File: src/rtl/fetch_stage_pkg.sv
// Shared fetch-stage constants: PC select codes, NOP word, FSM encoding.
// Imported by the fetch interface, PC generator and stage top.
package fetch_stage_pkg;

  localparam logic [31:0] RESET_PC = 32'h4000_0000;
  localparam logic [31:0] NOP_INST = 32'h0000_0013;

  localparam logic [1:0] PCSEL_PLUS4 = 2'd0;
  localparam logic [1:0] PCSEL_ALU   = 2'd1;

  typedef enum logic [1:0] {
    FETCH_BOOT,
    FETCH_RUN,
    FETCH_MISS,
    FETCH_PEND
  } fetch_state_e;

  function automatic logic [31:0] align_pc(
    input logic [31:0] a
  );
    return a & ~32'h3;
  endfunction

endpackage

File: src/rtl/fetch_stage_if.sv
// Instruction-cache port between the fetch stage and the I-cache.
// Fetch side is the master; it owns address and read enable.
interface fetch_stage_if;

  logic [31:0] icache_addr;
  logic        icache_re;
  logic [31:0] icache_dout;
  logic        icache_stall;

  modport master (
    output icache_addr,
    output icache_re,
    input  icache_dout,
    input  icache_stall
  );

  modport slave (
    input  icache_addr,
    input  icache_re,
    output icache_dout,
    output icache_stall
  );

endinterface

File: src/rtl/fetch_pc_gen.sv
// Next fetch address mux: reset/boot, stall hold, miss hold,
// pending redirect, kill redirect, sequential +4.
module fetch_pc_gen
  import fetch_stage_pkg::*;
(
  input  logic         reset,
  input  fetch_state_e state,
  input  logic         stall,
  input  logic         icache_stall,
  input  logic         inst_kill,
  input  logic [1:0]   pc_sel,
  input  logic [31:0]  alu_target,
  input  logic [31:0]  pc_f,
  input  logic [31:0]  pend_pc,
  output logic [31:0]  next_addr
);

  logic [31:0] pc_plus4;
  logic        redirect;

  assign pc_plus4 = pc_f + 32'd4;
  assign redirect = inst_kill
                 && (pc_sel == PCSEL_ALU);

  always_comb begin
    next_addr = pc_plus4;
    if (reset || state == FETCH_BOOT)
      next_addr = RESET_PC;
    else if (stall || icache_stall)
      next_addr = pc_f;
    else if (state == FETCH_PEND)
      next_addr = pend_pc;
    else if (redirect)
      next_addr = align_pc(alu_target);
  end

endmodule

File: src/rtl/fetch_stage.sv
// Instruction fetch: owns the PC, drives the I-cache, applies
// redirects/kills and substitutes NOPs for missing or killed words.
module fetch_stage
  import fetch_stage_pkg::*;
(
  input  logic         clk,
  input  logic         reset,
  input  logic [1:0]   PC_Sel,
  input  logic         Inst_Kill,
  input  logic [31:0]  alu_target,
  input  logic         stall,
  fetch_stage_if.master icache,
  output logic [31:0]  inst,
  output logic [31:0]  inst_pc,
  output logic         inst_valid
);

  fetch_state_e state;
  logic [31:0]  pc_f;
  logic [31:0]  pend_pc;
  logic [31:0]  next_addr;
  logic         kill;
  logic         take;

  fetch_pc_gen u_pc_gen (
    .reset        (reset),
    .state        (state),
    .stall        (stall),
    .icache_stall (icache.icache_stall),
    .inst_kill    (Inst_Kill),
    .pc_sel       (PC_Sel),
    .alu_target   (alu_target),
    .pc_f         (pc_f),
    .pend_pc      (pend_pc),
    .next_addr    (next_addr)
  );

  assign icache.icache_addr = next_addr;
  assign icache.icache_re   = !reset;

  // A kill under a global stall is ignored; control re-asserts it.
  assign kill = Inst_Kill && !stall;
  assign take = !reset && !kill
             && !icache.icache_stall
             && (state == FETCH_RUN
              || state == FETCH_MISS);

  assign inst       = take ? icache.icache_dout
                           : NOP_INST;
  assign inst_valid = take;
  assign inst_pc    = reset ? RESET_PC : pc_f;

  always_ff @(posedge clk) begin
    if (reset) begin
      state   <= FETCH_BOOT;
      pc_f    <= RESET_PC;
      pend_pc <= RESET_PC;
    end else if (!stall) begin
      pc_f <= next_addr;
      unique case (state)
        FETCH_BOOT: state <= FETCH_RUN;
        FETCH_RUN,
        FETCH_MISS: begin
          if (icache.icache_stall) begin
            state <= Inst_Kill ? FETCH_PEND
                               : FETCH_MISS;
            if (Inst_Kill)
              pend_pc <= align_pc(alu_target);
          end else begin
            state <= FETCH_RUN;
          end
        end
        FETCH_PEND: begin
          if (!icache.icache_stall)
            state <= FETCH_RUN;
        end
      endcase
    end
  end

endmodule
File: src/flat_wrapper.sv
// flat-port wrapper written by rule: the top's interface ports become plain ports
module fetch_stage_flat import fetch_stage_pkg::*;
  (clk, reset, PC_Sel, Inst_Kill, alu_target, stall, inst, inst_pc, inst_valid, icache_icache_addr, icache_icache_re, icache_icache_dout, icache_icache_stall);
  fetch_stage_if icache_i ();
  input  logic clk;
  input  logic reset;
  input  logic [1:0] PC_Sel;
  input  logic Inst_Kill;
  input  logic [31:0] alu_target;
  input  logic stall;
  output logic [31:0] inst;
  output logic [31:0] inst_pc;
  output logic inst_valid;
  output wire logic [$bits(icache_i.icache_addr)-1:0] icache_icache_addr;
  output wire logic [$bits(icache_i.icache_re)-1:0] icache_icache_re;
  input wire logic [$bits(icache_i.icache_dout)-1:0] icache_icache_dout;
  input wire logic [$bits(icache_i.icache_stall)-1:0] icache_icache_stall;
  assign icache_icache_addr = icache_i.icache_addr;
  assign icache_icache_re = icache_i.icache_re;
  assign icache_i.icache_dout = icache_icache_dout;
  assign icache_i.icache_stall = icache_icache_stall;
  fetch_stage u_core (.clk(clk), .reset(reset), .PC_Sel(PC_Sel), .Inst_Kill(Inst_Kill), .alu_target(alu_target), .stall(stall), .icache(icache_i), .inst(inst), .inst_pc(inst_pc), .inst_valid(inst_valid));
endmodule
File: config.mk
export PLATFORM = sky130hd
export DESIGN_NAME = fetch_stage_flat
export DESIGN_NICKNAME = d
export VERILOG_FILES = /design/src/rtl/fetch_stage_pkg.sv /design/src/rtl/fetch_stage_if.sv /design/src/rtl/fetch_pc_gen.sv /design/src/rtl/fetch_stage.sv /design/src/flat_wrapper.sv
export SDC_FILE = /design/constraint.sdc
export NUM_CORES = 1
export LEC_CHECK = 0
export CORE_AREA = 2 2 84 118
export CTS_CLUSTER_DIAMETER = 60
export DETAILED_ROUTE_END_ITERATION = 12
export DIE_AREA = 0 0 86 120
export DONT_BUFFER_PORTS = 1
export PLACE_DENSITY = 0.72
export RECOVER_POWER = 50
export REMOVE_ABC_BUFFERS = 1
export SETUP_SLACK_MARGIN = 0.3
export SLEW_MARGIN = 10
export SYNTH_ARGS = -nofsm -noshare
export SYNTH_HDL_FRONTEND = slang
export SYNTH_SLANG_ARGS = --single-unit
File: constraint.sdc
create_clock -name clk -period 2.6 [get_ports clk]
set_input_delay 0.52 -clock clk [delete_from_list [all_inputs] [get_ports clk]]
set_output_delay 0.52 -clock clk [all_outputs]
set_load 0.005 [all_outputs]
==> summary.txt <==
Power
  – Power, Total: approximately 2.7 mW
  – Power Density: just under 400 nW/um^2
  – P_leak: ~2.5 nW
  – Worst vdd ir: 0.539 mV

Worst setup path
  – Crit path to: icache_icache_addr[30]
  – Worst reg-to-reg path cell count: 16
  – Setup CP Type: reg2out
  – CP endpoint kind: output port
  – Reg2reg end: u_core.pc_f[18]
  – Crit start category: flop
  – Worst reg2reg setup slack: -90 ps
  – Critical path fanouts, max: 3
  – Crit path from: u_core.pc_f[2]
  – Worst r2r src: u_core.pc_f[2]
  – WP data arrival: roughly 2300 ps
  – Req. time, crit path: between 2000 and 2500 ps

Placement
  – DP Area: 4870 sq um
  – Setup Slack @ Placement: -15.6 ps
  – Gp weighted congestion: 0.945
  – I/O Buffers: 0
  – Post-DP HPWL: approximately 12 mm

Floorplanning
  – Cell row count: 42
  – Core area: approximately 9300 sq um
  – Ports: roughly 170
  – Initial Util: 0.489
  – Die X: about 86 um
  – Die height: 120 um
  – DIE AREA: 10300 sq um

STA
  – Fmax: roughly 360 MHz
  – Tmin final: ~2800 ps
  – Worst slew margin: 0.624
  – Pins Over Slew Limit: 0
  – RSZ-0062 raised after global routing: yes
  – Clock skew after layout: between 9 and 10 ps
  – Final setup violating endpoints: 19
  – Tightest Pin Transition: approximately 560 ps
  – Tcrit/Tclk final: 1.08
  – Final worst setup slack: -201 ps
  – Final hold vios: 0

Min path
  – WHS Path Cells: 1
  – HP Class: in2reg

Yosys
  – Cell variety after synth: 71
  – Syn Area/Cell: roughly 7 sq um
  – Predominant post-synthesis flop cell: dfxtp_1
  – Sequential element share of the synthesized area: 0.282
  – Top cells by area, synth: dfxtp_1, nand2_1, a21oi_1
  – Mapped Cells: 648
  – Synth area leader: dfxtp_1
  – Synthesized area: 4550 sq um
  – Asr flop ratio synth: 0
  – Number of synthesized flops with an enable pin: 0
  – Top cell type's share of synthesized area: 0.282
  – #FFs+latches synth: 64
  – Yosys warns: 0

Drt
  – Via count: roughly 6.3k
  – Per-cell routed wire length: about 27 um
  – 1st-pass router iterations: 7
  – Iteration-0 DRC count of the detailed router: between 1k and 1.5k
  – Final wirelength: about 23 mm
  – Vias per cell: roughly 7.5
  – DRC: 0
  – Final ANT Viol Nets: 0

Global route
  – Antenna violations before repair: 0
  – Global-route wire length before repair: approximately 30 mm
  – Number of global-route vias before repair: between 5k and 6k
  – Total track usage: 0.380
  – Largest net degree at the start of global routing: 80
  – Grt total ovfl: 0

Status
  – Failing checks: negative setup slack
  – Status: finished, violations left

Clocking
  – # clock sinks: 64
  – CTS tree: yes
  – Total CTS buffers: 9
  – CTS Root Cell: clkbuf_16
  – Clk slew on worst S/H paths: around 60 ps
  – Clk_lat worst skew: about 360 ps
  – H-tree depth: 3
  – CTS Buffer Depth: 2

Cells and area
  – Share of layout cells above drive strength 1: 0.407
  – Most frequent cells in the layout: nand2_1, buf_4, a21oi_1, dfxtp_1
  – Fillcell total: approximately 560
  – Commonest non-fill, non-tap cell in the layout: nand2_1
  – P&R area growth vs syn: 48.7%
  – Ant diodes: 0
  – Fin nets: a little over 800
  – Final instance area: 6770 sq um

Run
  – Max_cap viols: 0
==> cells in the mapped netlist (all sizes together), types with 3 or more instances <==
library cell,number
or2,3
clkbuf,34
nand4,16
o21a,7
and4,5
xnor2,6
nand2b,8
or4,8
o21ai,27
buf,17
inv,10
a31oi,15
o311ai,5
dfxtp,64
nor2,54
nor2b,27
o22ai,6
and2,47
or3,5
nor3,12
a221oi,4
a211oi,8
o221ai,4
nand2,112
a21o,3
nand3,25
ha,3
nor4,9
a21oi,61
o211ai,4
o41ai,3
==> cell families after synthesis <==
family | after synthesis | synth area share
AOI/OAI and AO/OA | 167 | 0.240
DFF | 64 | 0.282
xor gates and xnor gates | 8 | 0.0154
muxes | 3 | 0.00687
and+or+nand+nor | 340 | 0.392
adders and majority gates | 3 | 0.00825
buffers and inverters | 63 | 0.0564
==> registers in the layout, summed over array words and instances, names as in the netlist <==
| register | cells |
|---|---|
| u_core.state | 2 |
| u_core.pend_pc | 30 |
| u_core.pc_f | 32 |
==> worst max-delay path: stages (launching register included) <==
cell,delay [ps]
dfxtp_4,390
ha_4,150
nand4_1,190
buf_4,230
nor4_4,210
buf_4,210
nand3_4,120
o31ai_4,310
nor2_2,100
==> power by group <==
| group | switching, mW | internal (mW) | total, mW |
|---|---|---|---|
| combinational | 0.255 | 0.181 | 0.436 |
| sequential | 0.0283 | 0.994 | 1.02 |
| clock | 0.515 | 0.694 | 1.21 |
| total | 0.798 | 1.87 | 2.67 |
==> metal layers <==
metal,GRT usage,up-vias,routed length (um)
li1,-,2486,-
met1,0.387,2879,7040
met2,0.630,727,10900
met3,0.110,242,3010
met4,0.308,0,2420
met5,0,-,0
==> worst min path at each step <==
stage	from	to
2_1_floorplan	u_core.pend_pc[29]	u_core.pend_pc[29]
3_3_place_gp	u_core.pend_pc[29]	u_core.pend_pc[29]
3_5_place_dp	u_core.pend_pc[16]	u_core.pend_pc[16]
4_1_cts	reset	u_core.pend_pc[4]
5_1_grt	reset	u_core.pend_pc[4]
6_report	reset	u_core.pend_pc[4]
==> per-stage QoR <==
stage                util  TNS (ps)  hold WS, ps  cells
CTS                 0.669     -55.5          238    823
finish              0.728     -2200          233    850
global placement    0.523     -54.4          432    758
detailed placement  0.523     -15.6          436    758
floorplan               -    -23230          425    597
global route        0.728     -2480          226    850
==> what timing repair did <==
action / CTS / global route
resized for setup: 166 / 76
pin swaps: 65 / 49
hold buffers: 0 / 0
cloned: 1 / 0
setup buffers: 48 / 27
endpoints found under the setup margin: 36 / 34
==> area by class of cell <==
class / count / area, sq um / share of cell area
tap: 110 / 138 / 0.0203
clock inverter: 5 / 31.3 / 0.00462
multi-input combinational: 521 / 3800 / 0.561
clock buffer: 11 / 253 / 0.0373
timing repair buffer: 127 / 1160 / 0.172
inverter: 12 / 60.1 / 0.00887
sequential: 64 / 1330 / 0.196
Note: power is estimated with default switching activity, not from simulation.
